===== config.mk =====
export PLATFORM = sky130hd
export DESIGN_NAME = switch_key_conditioner
export DESIGN_NICKNAME = d
export VERILOG_FILES = /design/src/rtl/switch_key_conditioner.sv
export SDC_FILE = /design/constraint.sdc
export NUM_CORES = 1
export LEC_CHECK = 0
export ABC_CLOCK_PERIOD_IN_PS = 1600
export BUFFER_PORTS_ARGS = -buffer_cell sky130_fd_sc_hd__buf_2
export CAP_MARGIN = 20
export CORE_MARGIN = 5
export CORE_UTILIZATION = 56
export CTS_BUF_LIST = sky130_fd_sc_hd__clkbuf_4 sky130_fd_sc_hd__clkbuf_8 sky130_fd_sc_hd__clkbuf_16
export CTS_CLUSTER_DIAMETER = 80
export DETAILED_ROUTE_END_ITERATION = 16
export GPL_ROUTABILITY_DRIVEN = 0
export GPL_TIMING_DRIVEN = 1
export PLACE_DENSITY = 0.85
export SYNTH_ARGS = -nofsm -noshare
export SYNTH_HDL_FRONTEND = slang
export SYNTH_SLANG_ARGS = --single-unit

===== constraint.sdc =====
create_clock -name clk -period 1.6 [get_ports clk]
set_input_delay 0.24 -clock clk [delete_from_list [all_inputs] [get_ports clk]]
set_output_delay 0.24 -clock clk [all_outputs]
set_load 0.02 [all_outputs]

===== src/rtl/switch_key_conditioner.sv =====
// Synchronises and debounces SW[9:0] and KEY[1:0], producing clean levels and edge pulses.
// Define KEY_REPEAT_EN to add auto-repeat key_press pulses while a key stays held.
module switch_key_conditioner #(
  parameter int DB_CYCLES     = 500000,
  parameter int REPEAT_DELAY  = 25000000,
  parameter int REPEAT_PERIOD = 5000000
) (
  input  logic       clk,
  input  logic       rst,
  input  logic [9:0] SW,
  input  logic [1:0] KEY,
  output logic [9:0] sw_db,
  output logic [1:0] key_db,
  output logic [1:0] key_press,
  output logic [1:0] key_release,
  output logic       sw_change
);

  localparam int NB = 12;
  localparam int CW = $clog2(DB_CYCLES + 1);

  if (DB_CYCLES < 1 || REPEAT_PERIOD < 1 || REPEAT_PERIOD > REPEAT_DELAY) begin : g_bad_cfg
    $error("switch_key_conditioner: invalid DB_CYCLES/REPEAT_DELAY/REPEAT_PERIOD");
  end

  logic [9:0]    sw_s1, sw_s2;
  logic [1:0]    key_s1, key_s2;
  logic [NB-1:0] lvl, db_q, db_nxt;
  logic [CW-1:0] cnt_q   [NB];
  logic [CW-1:0] cnt_nxt [NB];
  logic [1:0]    rpt_fire;

  // Keys become active-high here so every bit debounces the same way.
  assign lvl = {~key_s2, sw_s2};

  always_comb begin
    db_nxt = db_q;
    for (int i = 0; i < NB; i++) begin
      cnt_nxt[i] = cnt_q[i];
      if (lvl[i] == db_q[i]) begin
        cnt_nxt[i] = '0;
      end else if (cnt_q[i] == CW'(DB_CYCLES - 1)) begin
        db_nxt[i]  = lvl[i];
        cnt_nxt[i] = '0;
      end else begin
        cnt_nxt[i] = cnt_q[i] + 1'b1;
      end
    end
  end

`ifdef KEY_REPEAT_EN
  localparam int RW = $clog2(REPEAT_DELAY + 1);

  logic [RW-1:0] rpt_q   [2];
  logic [RW-1:0] rpt_nxt [2];

  // Down-counter loaded on the press edge; firing is suppressed on the release edge.
  always_comb begin
    rpt_fire = '0;
    for (int k = 0; k < 2; k++) begin
      rpt_nxt[k] = rpt_q[k];
      if (!db_nxt[10+k]) begin
        rpt_nxt[k] = '0;
      end else if (!db_q[10+k]) begin
        rpt_nxt[k] = RW'(REPEAT_DELAY - 1);
      end else if (rpt_q[k] == '0) begin
        rpt_fire[k] = 1'b1;
        rpt_nxt[k]  = RW'(REPEAT_PERIOD - 1);
      end else begin
        rpt_nxt[k] = rpt_q[k] - 1'b1;
      end
    end
  end

  always_ff @(posedge clk) begin
    if (rst) begin
      rpt_q <= '{default: '0};
    end else begin
      rpt_q <= rpt_nxt;
    end
  end
`else
  assign rpt_fire = '0;
`endif

  always_ff @(posedge clk) begin
    if (rst) begin
      sw_s1       <= '0;
      sw_s2       <= '0;
      key_s1      <= 2'b11;
      key_s2      <= 2'b11;
      db_q        <= '0;
      cnt_q       <= '{default: '0};
      key_press   <= '0;
      key_release <= '0;
      sw_change   <= 1'b0;
    end else begin
      sw_s1       <= SW;
      sw_s2       <= sw_s1;
      key_s1      <= KEY;
      key_s2      <= key_s1;
      db_q        <= db_nxt;
      cnt_q       <= cnt_nxt;
      key_press   <= (db_nxt[11:10] & ~db_q[11:10]) | rpt_fire;
      key_release <= ~db_nxt[11:10] & db_q[11:10];
      sw_change   <= |(db_nxt[9:0] ^ db_q[9:0]);
    end
  end

  assign sw_db  = db_q[9:0];
  assign key_db = db_q[11:10];

endmodule


==> flow_summary.json <==
{
  "status": "complete, but fails checks",
  "violations": "setup timing",
  "crit_fanout": 6,
  "wl_met1_microns": 14300,
  "hold_violations": 0,
  "clk_latency_ns": 0.56,
  "die-area_sq_um": 23000,
  "wirelength_microns": 41400,
  "vias": 11400,
  "ys_top_cells_by_area": "dfxtp_1, xor2_1, nor2_1",
  "start_util_pct": 57.3,
  "cp.required_ns": 2.02,
  "critPathCaptureType": "flop",
  "power_density_nw_per_um2": 931,
  "whs_path_depth": 2,
  "grt_pass1_wl_microns": 46700,
  "dp_hpwl_microns": 15300,
  "layout_commonest_cell": "nor2_1",
  "finClkSkew_ns": 0.0215,
  "hold_class": "primary input to flop",
  "coreArea_sq_um": 19700,
  "period_share_pct": 127,
  "setup_violations": 202,
  "ys_ff_latch": 269,
  "ir_drop_v": 0.000801,
  "ys_seq_area_share_pct": 47.8,
  "grt_max_degree": 24,
  "clkTransAtPathRegs_ns": 0.08,
  "syn_area_sq_um": 11300,
  "remaining_drc_errors": 0,
  "yosysTopAreaCell": "dfxtp_1",
  "synth-warning-count": 0,
  "cts_tree": "done",
  "wire_per_inst_microns": 23.4,
  "clockBufferDepth": 3,
  "first_pass_iters": 6,
  "worst_pin_slew_ns": 0.801,
  "rsz0062_at_grt": "yes",
  "ys_types": 45,
  "rows": 51,
  "grt_pass1_vias": 10000,
  "power.total_uw": 14400,
  "post_dp_cell_area_sq_um": 12700,
  "io_buffers": 30,
  "drt-initial-drc-count": 1337,
  "area_growth_pct": 37.0,
  "cts_buffers": 28,
  "dp_cells": 1667,
  "syn_avg_cell_area_sq_um": 8.86,
  "synth_cells": 1271,
  "synth_nets": 1297,
  "startpoint_type": "flop",
  "avgViaCountPerCell": 6.45,
  "fin_cells": 1775,
  "antenna_found_initial": 2,
  "reg2reg_depth": 6,
  "clock_sinks": 269,
  "period_needed_ns": 2.03,
  "gr-usage-all-layers_pct": 24.4,
  "finalWorstSetupSlack_ns": -0.434,
  "final_cell_mix": "nor2_1, dfxtp_1, buf_4, xor2_1, xnor2_1",
  "crit_type": "flop to flop",
  "highest_layer": "met5",
  "nets": 1513,
  "met2_length_microns": 19000,
  "grt.overflow.total": 0,
  "io_pins": 31,
  "ant_nets": 0,
  "critPathArrivalTime_ns": 2.45,
  "max_cap_violations": 0,
  "drv_slew": 0,
  "nFillCells": 936,
  "drive_above_1_share_pct": 30.9,
  "cts_max_level": 1,
  "die_h_microns": 152,
  "final_area_sq_um": 15400,
  "die_width_microns": 152,
  "power_leakage_uw": 0.00544,
  "root_buffer": "clkbuf_16",
  "timing.fmax_mhz": 492,
  "relSlewSlack_pct": 46.4,
  "dr_wl_met3_microns": 4300,
  "yosysTopAreaCellShare_pct": 47.8,
  "hold_ws_ns": 0.241
}
==> what timing repair did <==
action | 4_1_cts | 5_1_grt
gates resized for setup | 45 | 218
hold endpoints to repair | 12 | 0
hold buffers | 12 | 0
gates cloned | 2 | 7
buffers inserted | 12 | 22
setup endpoints to repair | 111 | 233
pin swaps | 27 | 90
==> state kept, by name, indices dropped and copies added, names as in the netlist <==
| register | flops |
|---|---|
| sw_change | 1 |
| db_q | 12 |
| key_press | 2 |
| key_s1 | 2 |
| sw_s1 | 10 |
| cnt_q | 228 |
| sw_s2 | 10 |
| key_s2 | 2 |
| key_release | 2 |
==> metrics by stage <==
| step | util [%] | TNS (ns) | setup WS, ns |
|---|---|---|---|
| floorplan | - | -0.407 | -0.0454 |
| CTS | 72.4 | -0.278 | -0.0388 |
| global route | 78.5 | -31.79 | -0.477 |
| finish | 78.5 | -24.72 | -0.434 |
| global placement | 64.8 | -0.787 | -0.0395 |
| detailed placement | 64.8 | -2.30 | -0.0850 |
==> logic make-up (layout without fill, tap and decap cells) <==
| family | Yosys count | in the layout | share of synthesized area, % |
|---|---|---|---|
| adder cells (fa/ha/maj) | 12 | 12 | 1.33 |
| other | 0 | 1 | 0 |
| AND/OR/NAND/NOR | 692 | 696 | 30.3 |
| AO/OA/AOI/OAI | 19 | 19 | 1.00 |
| XOR/XNOR | 213 | 213 | 16.6 |
| buffers and inverters | 59 | 293 | 2.37 |
| multiplexers | 7 | 7 | 0.622 |
| flip-flops | 269 | 269 | 47.8 |
==> synthesized netlist by cell type <==
master and instances:
nor3b_1 4, buf_2 14, nor4bb_1 4, ha_1 12
nand3_1 87, or4b_1 2, nand4_1 57, nor4_1 26
a211oi_1 1, buf_1 2, xnor2_1 91, nor4b_1 14
xor2_1 122, or2_2 9, and4_1 12, nor3_1 30
a41oi_1 1, nand2_4 1, a22oi_1 1, buf_12 1
or3_4 1, and4b_1 1, nand2b_1 4, dfxtp_1 269
o32ai_1 1, mux2i_1 7, o21ai_0 5, and2_1 8
nor2_1 280, nor4_2 2, or3b_2 2, nand2_2 1
nand2_1 82, clkbuf_1 11, and3_1 31, buf_4 3
or4_1 1, or3_1 10, o32a_1 1, a21oi_1 9
and3b_1 1, and3_2 1, nor2b_1 20, inv_1 28
nand3b_1 1
==> worst paths after layout <==
kind / end / startpoint / slack, ns
worst max-delay path: cnt_q[74] / cnt_q[59] / -0.43
worst min-delay path: sw_s2[3] / rst / 0.24
worst max register to register: cnt_q[74] / cnt_q[59] / -0.43
worst min register to register: sw_s2[9] / sw_s1[9] / 0.44
==> power breakdown <==
| group | switching, uW | internal [uW] | leakage, uW |
|---|---|---|---|
| Combinational | 150 | 128 | 0.00273 |
| Clock | 2880 | 4450 | 0.000514 |
| Sequential | 29.9 | 6720 | 0.00220 |
| Total | 3060 | 11300 | 0.00544 |
==> final cells by class <==
class | instances | area, sq um | share of cell area (%)
antenna | 1 | 2.50 | 0.0162
clock inverter | 13 | 210 | 1.36
inverter | 28 | 105 | 0.681
clock buffer | 39 | 833 | 5.40
multi-input combinational | 947 | 6690 | 43.4
sequential | 269 | 5480 | 35.5
tap | 265 | 332 | 2.15
timing repair buffer | 213 | 1780 | 11.5
==> critical path: stages, from the launching register on <==
cell and delay (ns):
dfxtp_1 0.37, buf_4 0.19, and3_1 0.35, and2_1 0.28, nand4_1 0.13, xor2_1 0.18
nor2_1 0.39
==> metal layers <==
| metal | GRT usage, % | vias to the layer above |
|---|---|---|
| met5 | 0 | - |
| met4 | 14.1 | 2 |
| met3 | 3.69 | 388 |
| met1 | 27.9 | 5300 |
| li1 | - | 4716 |
| met2 | 43.3 | 1036 |
Power figures use the tool's default switching activity.
